[src/rtl/pipe_stall_ctrl_pkg.sv]
// Shared pipeline constants for the stall/flush sequencer: FSM state encoding
// and the default SRAM latency.
package pipe_stall_ctrl_pkg;

    typedef enum logic [1:0] {
        ST_RUN  = 2'd0,
        ST_WAIT = 2'd1,
        ST_DONE = 2'd2
    } state_e;

    localparam int MEM_LAT_DEF = 4;
    localparam int CNT_W_DEF   = 8;
    localparam int PERF_W_DEF  = 32;

endpackage

[src/rtl/pipe_stall_ctrl_sat_counter.sv]
// Width-parameterised up-counter that sticks at all-ones; async active-high reset.
module sat_counter #(
    parameter int W = 32
) (
    input  logic         clk,
    input  logic         rst,
    input  logic         en,
    output logic [W-1:0] count
);

    // NOTE: sequential state is updated only with non-blocking assignments so
    // every flop samples the pre-edge value of its neighbours.
    always_ff @(posedge clk or posedge rst) begin
        if (rst) begin
            count <= '0;
        end else if (en && (count != {W{1'b1}})) begin
            count <= count + W'(1);
        end
    end

endmodule

[src/rtl/pipe_stall_ctrl.sv]
// Freeze/flush/bubble sequencer for the 5-stage pipeline, including the
// fixed-latency SRAM wait FSM. Optional perf counters: PIPE_STALL_PERF_CNT_EN.
module pipe_stall_ctrl
    import pipe_stall_ctrl_pkg::*;
#(
    parameter int MEM_LAT = MEM_LAT_DEF,
    parameter int CNT_W   = CNT_W_DEF,
    parameter int PERF_W  = PERF_W_DEF
) (
    input  logic              clk,
    input  logic              rst,
    input  logic              hazard,
    input  logic              branch_taken,
    input  logic              mem_req,
    output logic              freeze_pc,
    output logic              flush_if,
    output logic              bubble_id,
    output logic              freeze_all,
    output logic              sram_start,
    output logic              mem_done,
    output logic [PERF_W-1:0] stall_cnt,
    output logic [PERF_W-1:0] flush_cnt
);

    state_e           state;
    logic [CNT_W-1:0] wait_cnt;
    logic             mstall;

    // Memory-wait FSM: RUN launches the access, WAIT counts down, DONE releases.
    always_ff @(posedge clk or posedge rst) begin
        if (rst) begin
            state    <= ST_RUN;
            wait_cnt <= '0;
        end else begin
            case (state)
                ST_RUN: begin
                    if (mem_req) begin
                        wait_cnt <= CNT_W'(MEM_LAT - 1);
                        state    <= (MEM_LAT == 1) ? ST_DONE : ST_WAIT;
                    end
                end
                ST_WAIT: begin
                    wait_cnt <= wait_cnt - CNT_W'(1);
                    if (wait_cnt == CNT_W'(1)) begin
                        state <= ST_DONE;
                    end
                end
                ST_DONE: state <= ST_RUN;
                default: state <= ST_RUN;
            endcase
        end
    end

    // NOTE: every output gets a default first so no path leaves a latch; the
    // outputs are also forced low while rst is asserted, because the state
    // register alone would let a Mealy sram_start leak out during reset.
    always_comb begin
        mstall     = 1'b0;
        freeze_all = 1'b0;
        sram_start = 1'b0;
        mem_done   = 1'b0;
        flush_if   = 1'b0;
        freeze_pc  = 1'b0;
        bubble_id  = 1'b0;
        if (!rst) begin
            case (state)
                ST_RUN: begin
                    mstall     = mem_req;
                    sram_start = mem_req;
                end
                ST_WAIT: mstall   = 1'b1;
                ST_DONE: mem_done = 1'b1;
                default: mstall   = 1'b0;
            endcase
            freeze_all = mstall;
            // A taken branch squashes the hazarding ID instruction, so it wins.
            flush_if   = branch_taken & ~mstall;
            freeze_pc  = hazard & ~branch_taken & ~mstall;
            bubble_id  = hazard & ~branch_taken & ~mstall;
        end
    end

`ifdef PIPE_STALL_PERF_CNT_EN
    sat_counter #(.W(PERF_W)) u_stall_cnt (
        .clk   (clk),
        .rst   (rst),
        .en    (freeze_pc | freeze_all),
        .count (stall_cnt)
    );

    sat_counter #(.W(PERF_W)) u_flush_cnt (
        .clk   (clk),
        .rst   (rst),
        .en    (flush_if),
        .count (flush_cnt)
    );
`else
    assign stall_cnt = '0;
    assign flush_cnt = '0;
`endif

endmodule
[config.mk]
export PLATFORM = sky130hd
export DESIGN_NAME = pipe_stall_ctrl
export DESIGN_NICKNAME = d
export VERILOG_FILES = /design/src/rtl/pipe_stall_ctrl_pkg.sv /design/src/rtl/pipe_stall_ctrl_sat_counter.sv /design/src/rtl/pipe_stall_ctrl.sv
export SDC_FILE = /design/constraint.sdc
export NUM_CORES = 1
export LEC_CHECK = 0
export BUFFER_PORTS_ARGS = -buffer_cell sky130_fd_sc_hd__clkbuf_2
export CAP_MARGIN = 20
export CELL_PAD_IN_SITES_DETAIL_PLACEMENT = 1
export CELL_PAD_IN_SITES_GLOBAL_PLACEMENT = 2
export CORE_ASPECT_RATIO = 1.25
export CORE_UTILIZATION = 23
export CTS_CLUSTER_SIZE = 25
export DETAILED_ROUTE_END_ITERATION = 8
export PLACE_DENSITY_LB_ADDON = 0.1
export SYNTH_ARGS = -nofsm -noshare
export SYNTH_HDL_FRONTEND = slang
export SYNTH_SLANG_ARGS = --single-unit
[constraint.sdc]
create_clock -name clk -period 3.8 [get_ports clk]
set_input_delay 0.76 -clock clk [delete_from_list [all_inputs] [get_ports clk]]
set_output_delay 0.76 -clock clk [all_outputs]
set_load 0.005 [all_outputs]
==> flow_summary.rst, run 1 <==
.. list-table::
   :header-rows: 1

   * - Metric
     - Value
   * - Result of the run
     - completed
   * - Clock Skews
     - 0.00259 ns
   * - Top cell family by delay on the critical path
     - simple AND/OR/NAND/NOR gates
   * - Via-per-instance ratio
     - 3.32
   * - Ys async rst share
     - 100%
   * - Count of standard-cell rows
     - 27
   * - Hold depth
     - 1
   * - Arrival time of data at the critical path endpoint
     - 1.60 ns
   * - Number of CTS-inserted buffers
     - 3
   * - Area fraction of the dominant cell type after synthesis
     - 46.8%
   * - Cell type with the largest total area after synthesis
     - sky130_fd_sc_hd__buf_4
   * - Resized Gates After CTS
     - 0
   * - Number of buffers inserted to repair setup after CTS
     - 0
   * - Crit path buffers/inverters
     - 2
   * - Worst hold margin
     - 0.487 ns
   * - Top cells by instance count after synthesis
     - 65 x sky130_fd_sc_hd__buf_4, 10 x sky130_fd_sc_hd__dfrtp_1, 4 x sky130_fd_sc_hd__inv_1
   * - X dimension of the die
     - 62.2 µm
   * - Setup total negative slack
     - 0 ns
   * - Maximum clock path buffer count
     - 2
   * - Element type at the critical path start
     - input pin
   * - Maximum clock rate
     - 0.423 GHz
   * - Sequential area share after synthesis
     - 24.0%
   * - Routed WL per cell
     - 9.03 µm
   * - Total clock sinks
     - 10
   * - Cell Area, Synth
     - 1040 µm²
   * - Main flop type after synthesis
     - sky130_fd_sc_hd__dfrtp_1
   * - Placed cells
     - 181
   * - IO buf count
     - 10
   * - Pins over their slew limit
     - 0
   * - Flip-flop and latch count after synthesis
     - 10
   * - P&R area growth vs syn
     - -7.43%
   * - R2r startpoint
     - wait_cnt[2]
   * - Starting Density
     - 23.8%
   * - Crit path max-delay cell type
     - sky130_fd_sc_hd__or3b_1
   * - CP startpoint
     - mem_req
   * - Number of flops mapped to enable cells by yosys
     - 0
   * - Tcrit/Tclk final
     - 62.2%
   * - Depth of the critical timing path with buffers and inverters included
     - 4
   * - Clock tree from TritonCTS
     - built
   * - Setup-failing EPs final
     - 0
   * - Cells after synthesis
     - 116
   * - Global Route Usage Sum
     - 6.85%
   * - Total number of H-tree levels
     - 1
   * - Detail Route Antenna Nets
     - 0
   * - Pin count of the biggest net entering global routing
     - 12
   * - Min-delay src
     - wait_cnt[5]
   * - Die boundary height
     - 77.3 µm
   * - Clock input transition at the sequential cells of the worst setup and hold paths
     - 0.05 ns
   * - Worst reg2reg path depth
     - 3
   * - Setup repair after global routing missed its margin
     - no
   * - Overflow left after global routing
     - 0
   * - Number of global-route vias before repair
     - 526
   * - Ratio of total power to cell area
     - 273 nW/µm²
   * - Most numerous cell on the critical path
     - sky130_fd_sc_hd__clkbuf_2
   * - Count of placed standard cells in the final layout, fillers left out
     - 185
   * - Maximum Capacitance Violations
     - 0
   * - CTS root buf
     - sky130_fd_sc_hd__clkbuf_8
   * - Number of antenna violations at the first check in global routing
     - 0
   * - Fraction of final layout cells sized beyond drive strength 1
     - 16.5%
   * - Hold crit path type
     - reg -> reg
   * - Largest incremental delay on the critical path
     - 0.48 ns
   * - Most common cell in the netlist
     - sky130_fd_sc_hd__buf_4
   * - Peak supply drop
     - 80.7 µV
   * - Count of inserted antenna diode cells
     - 0
   * - Critical path data required time
     - 3.04 ns
   * - Global-route wire length before repair
     - 2510 µm
   * - Number of top-level pins
     - 75
   * - Kind of end point of the critical path
     - output port
   * - Largest driver fanout on the critical path
     - 7
   * - Floorplan Core Area
     - 4390 µm²
   * - DR vias
     - 614
   * - Yosys Warn Count
     - 0
   * - Placed wire-length estimate
     - 1400 µm
   * - Cell types occupying the most area after synthesis
     - sky130_fd_sc_hd__buf_4 47%, sky130_fd_sc_hd__dfrtp_1 24%, sky130_fd_sc_hd__ha_1 2.4%
   * - Drt initial violations
     - 16
   * - Classification of the worst setup path
     - in -> out
   * - Post-Route WL
     - 1670 µm
   * - Number of distinct library cell variants in the gate-level netlist after synthesis
     - 31
   * - Worst-skew pair later-pin latency
     - 0.24 ns
   * - CTS Hold Bufs
     - 0
   * - Detailed-route DRC error count
     - 0
   * - Mean area per synthesized cell
     - 9.00 µm²
   * - Standby leakage power
     - 0.000509 µW
   * - Ordered cell list for the critical path
     - clkbuf_2 -> or3b_1 -> nor2_1 -> clkbuf_2
   * - Number of nets in the final layout
     - 135
   * - Final weighted congestion in routability-driven placement
     - 0.620
   * - Die outline area
     - 4810 µm²
   * - Final hold violations
     - 0
   * - Initial DRT Pass Iterations
     - 4
   * - Min Tclk post-route
     - 2.36 ns
cell type report:
| class | instances | area (µm²) |
|---|---|---|
| clock buffers | 4 | 55.1 |
| fillers | 569 | 3430 |
| inverters | 4 | 15.0 |
| multi-input cells | 99 | 523 |
| flip-flops and latches | 10 | 250 |
| well taps | 58 | 72.6 |
| repair buffers | 10 | 50.0 |
routing by layer:
| layer | GRT usage [%] | wire length [µm] |
|---|---|---|
| met4 | 3.49 | 33 |
| met2 | 11.6 | 834 |
| met5 | 0 | 0 |
| met1 | 7.74 | 661 |
| met3 | 1.93 | 142 |
worst paths after layout:
kind / slack [ns] / to
setup / recovery: 1.44 / sram_start
hold / removal: 0.49 / wait_cnt[5]
setup reg to reg: 2.20 / wait_cnt[6]
hold reg to reg: 0.49 / wait_cnt[5]
max in group asynchronous: 2.94 / wait_cnt[3]
min in group asynchronous: 0.56 / state[1]
cells in the final DEF (no fill, tap or decap), types with 2 or more instances in the layout:
master and count:
sky130_fd_sc_hd__clkbuf_2 10, sky130_fd_sc_hd__clkbuf_8 4, sky130_fd_sc_hd__conb_1 64, sky130_fd_sc_hd__dfrtp_1 10, sky130_fd_sc_hd__ha_1 2, sky130_fd_sc_hd__inv_1 4
sky130_fd_sc_hd__mux2i_1 2, sky130_fd_sc_hd__nand2_1 3, sky130_fd_sc_hd__nor2_1 3, sky130_fd_sc_hd__o21ai_0 2, sky130_fd_sc_hd__o311ai_1 2, sky130_fd_sc_hd__o41ai_1 2
power by group:
| part | internal [µW] | switching [µW] |
|---|---|---|
| combinational | 2.27 | 19.5 |
| clock | 91.2 | 43.6 |
| sequential | 107 | 0 |
| total | 200 | 63.1 |
flip-flops by register name, indices dropped and copies added, names as in the netlist:
signal,count
wait_cnt,8
state,2
metrics by stage:
stage	power [µW]	instance area, µm²	util (%)	setup WS [ns]
detailed placement	129	911	20.7	1.41
CTS	266	966	22.0	1.40
floorplan	172	1280	-	1.54
global route	278	966	22.0	1.34
finish	263	966	22.0	1.44
global placement	129	911	20.7	1.41
cell families after synthesis:
group | after synthesis | share of synthesized area, %
buffers and inverters | 70 | 48.6
AND/OR/NAND/NOR | 18 | 12.6
AO/OA/AOI/OAI | 12 | 9.11
flip-flops | 10 | 24.0
multiplexers | 3 | 3.00
adder cells (fa/ha/maj) | 2 | 2.40
other | 1 | 0.359
Note: power is estimated with default switching activity, not from simulation.
==> run 2: changes to the inputs <==
--- a/config.mk
+++ b/config.mk
@@ -10,7 +10,7 @@
 export CELL_PAD_IN_SITES_DETAIL_PLACEMENT = 1
 export CELL_PAD_IN_SITES_GLOBAL_PLACEMENT = 2
 export CORE_ASPECT_RATIO = 1.25
-export CORE_UTILIZATION = 23
+export CORE_UTILIZATION = 19
 export CTS_CLUSTER_SIZE = 25
 export DETAILED_ROUTE_END_ITERATION = 8
 export PLACE_DENSITY_LB_ADDON = 0.1
==> constraint.sdc (replaced) <==
create_clock -name clk -period 2.1 [get_ports clk]
set_input_delay 0.42 -clock clk [delete_from_list [all_inputs] [get_ports clk]]
set_output_delay 0.42 -clock clk [all_outputs]
set_load 0.005 [all_outputs]
==> flow_summary.rst, run 2 (synthesis results as in run 1) <==
.. list-table::
   :header-rows: 1

   * - Metric
     - Value
   * - Result of the run
     - completed
   * - Ordered cell list for the critical path
     - o21ba_2 -> nor4b_1 -> clkbuf_2
   * - Clock network power share
     - 50.8% (-0.4 points)
   * - Largest driver fanout on the critical path
     - 8 (+1)
   * - Kind of end point of the critical path
     - output port
   * - Number of global-route vias before repair
     - 562 (+6.8%)
   * - Sequential cell fraction of total power
     - 40.7% (+0.2 points)
   * - CTS root buf
     - sky130_fd_sc_hd__clkbuf_8
   * - Final weighted congestion in routability-driven placement
     - 0.653 (+5.3%)
   * - Number of top-level pins
     - 75 (unchanged)
   * - Detailed-route DRC error count
     - 0 (unchanged)
   * - CP startpoint
     - state[0]
   * - Element type at the critical path start
     - register
   * - Tcrit/Tclk final
     - 91.1%
   * - Setup-failing EPs final
     - 0 (unchanged)
   * - DR vias
     - 629 (+2.4%)
   * - Floorplan Core Area
     - 5190 µm² (+18%)
   * - Detail Route Antenna Nets
     - 0 (unchanged)
   * - Most common cell after layout, fill and taps aside
     - sky130_fd_sc_hd__conb_1
   * - Die outline area
     - 5790 µm² (+20%)
   * - Max reg flops
     - 8 (unchanged)
   * - Maximum Capacitance Violations
     - 0 (unchanged)
   * - Arrival time of data at the critical path endpoint
     - 1.49 ns (-0.11 ns)
   * - Peak supply drop
     - 126 µV (+56%)
   * - Filler cells
     - 621 (+9.1%)
   * - Crit path max-delay cell type
     - sky130_fd_sc_hd__dfrtp_1
   * - Number of CTS-inserted buffers
     - 3 (unchanged)
   * - Classification of the worst setup path
     - reg -> out
   * - Largest incremental delay on the critical path
     - 0.44 ns (-0.04 ns)
   * - Combinational power share
     - 8.6% (+0.3 points)
   * - Count of inserted antenna diode cells
     - 0 (unchanged)
   * - Number of buffers inserted to repair setup after CTS
     - 0 (unchanged)
   * - Final hold violations
     - 0 (unchanged)
   * - Setup repair after global routing missed its margin
     - no
   * - Post-Route WL
     - 1740 µm (+4.1%)
   * - Overflow left after global routing
     - 0 (unchanged)
   * - Leading registers by flop count
     - wait_cnt (8), state (2)
   * - Drt initial violations
     - 12 (-4)
   * - Maximum clock path buffer count
     - 2 (unchanged)
   * - Number of nets in the final layout
     - 136 (+0.74%)
   * - Power, Total
     - 475 µW (+80%)
   * - Maximum clock rate
     - 0.523 GHz
   * - IO buf count
     - 10 (unchanged)
   * - Most flops, register
     - wait_cnt
   * - Standby leakage power
     - 0.000514 µW (+0.94%)
   * - Hold crit path type
     - in -> async
   * - Switching part of the total
     - 23.5% (-0.50 points)
   * - Initial DRT Pass Iterations
     - 4 (unchanged)
   * - Clock Skews
     - 0.00375 ns (+0.00116 ns)
   * - Clock tree from TritonCTS
     - built
   * - X dimension of the die
     - 68.3 µm (+9.7%)
   * - Count of standard-cell rows
     - 29 (+7.4%)
   * - Int Power
     - 363 µW (+81%)
   * - Ratio of total power to cell area
     - 485 nW/µm² (+78%)
   * - Resized Gates After CTS
     - 0 (unchanged)
   * - NetSw
     - 111 µW (+77%)
   * - Placed wire-length estimate
     - 1480 µm (+5.1%)
   * - R2r startpoint
     - wait_cnt[2]
   * - Worst-skew pair later-pin latency
     - 0.24 ns (about the same)
   * - Crit path buffers/inverters
     - 1 (-1)
   * - Worst hold margin
     - 0.211 ns (-0.276 ns)
   * - Fraction of final layout cells sized beyond drive strength 1
     - 17.2% (+0.65 points)
   * - Top library cells by usage in the layout, fill and taps aside
     - 64 x sky130_fd_sc_hd__conb_1, 10 x sky130_fd_sc_hd__clkbuf_2, 10 x sky130_fd_sc_hd__dfrtp_1, 4 x sky130_fd_sc_hd__inv_1, 4 x sky130_fd_sc_hd__clkbuf_8
   * - Total clock sinks
     - 10 (unchanged)
   * - Global-route wire length before repair
     - 2590 µm (+3.3%)
   * - Total number of H-tree levels
     - 1 (unchanged)
   * - Number of antenna violations at the first check in global routing
     - 0 (unchanged)
   * - Critical path data required time
     - 1.68 ns (-1.36 ns)
   * - P&R area growth vs syn
     - -6.24%
   * - Top cell family by delay on the critical path
     - flip-flops
   * - Routed WL per cell
     - 9.16 µm (+1.4%)
   * - Pins over their slew limit
     - 0 (unchanged)
   * - Global Route Usage Sum
     - 6.25% (-0.60 points)
   * - Die boundary height
     - 84.9 µm (+9.8%)
   * - Min Tclk post-route
     - 1.91 ns
   * - Pin count of the biggest net entering global routing
     - 11 (-1)
   * - Clock input transition at the sequential cells of the worst setup and hold paths
     - 0.05 ns (about the same)
   * - Starting Density
     - 20.1% (-3.6 points)
   * - Via-per-instance ratio
     - 3.31 (-0.25%)
   * - Setup total negative slack
     - 0 ns (unchanged)
   * - CTS Hold Bufs
     - 0 (unchanged)
-- run 2: tightest hold or removal path, stage by stage --
cell and delay [ns]:
sky130_fd_sc_hd__clkbuf_2 0.12, sky130_fd_sc_hd__inv_1 0.07, sky130_fd_sc_hd__buf_4 0.19
-- run 2: routing by layer --
metal  up-vias  wire length, µm  global-route usage (%)
li1        284                -                       -
met2        50             1020                    12.6
met5         -                0                       0
met3         3              151                    2.42
met4         0               25                    2.27
met1       292              543                    5.03
-- run 2: worst paths after layout --
kind / cells past startpoint / slack (ns) / end
max: 3 / 0.19 / bubble_id
min: 3 / 0.21 / state[0]
max reg2reg: 3 / 0.51 / state[0]
min reg2reg: 1 / 0.48 / wait_cnt[5]
max in group asynchronous: 3 / 1.74 / wait_cnt[3]
min in group clk: 1 / 0.48 / wait_cnt[5]
-- run 2: final cells by class --
cell class / instances / area (µm²) / share of cell area [%]
clock buffers: 4 / 55.1 / 5.63
flip-flops and latches: 10 / 250 / 25.6
well taps: 62 / 77.6 / 7.93
multi-input cells: 99 / 523 / 53.5
inverters: 4 / 15.0 / 1.53
repair buffers: 11 / 57.6 / 5.88
-- run 2: power by group through the flow --
stage	clock [µW]	combinational (µW)	sequential, µW
floorplan	0	116	196
global placement	0	38.4	196
detailed placement	0	38.5	196
CTS	248	38.4	193
global route	252	51.1	193
finish	241	40.6	193
-- run 2: through the flow --
stage          std cells  setup slack (ns)  cell area, µm²  utilization [%]
2_1_floorplan        179             0.489            1280                -
3_3_place_gp         186             0.425             923             17.8
3_5_place_dp         186             0.363             923             17.8
4_1_cts              190             0.144             978             18.9
5_1_grt              190            0.0902             978             18.9
6_report             190             0.186             978             18.9
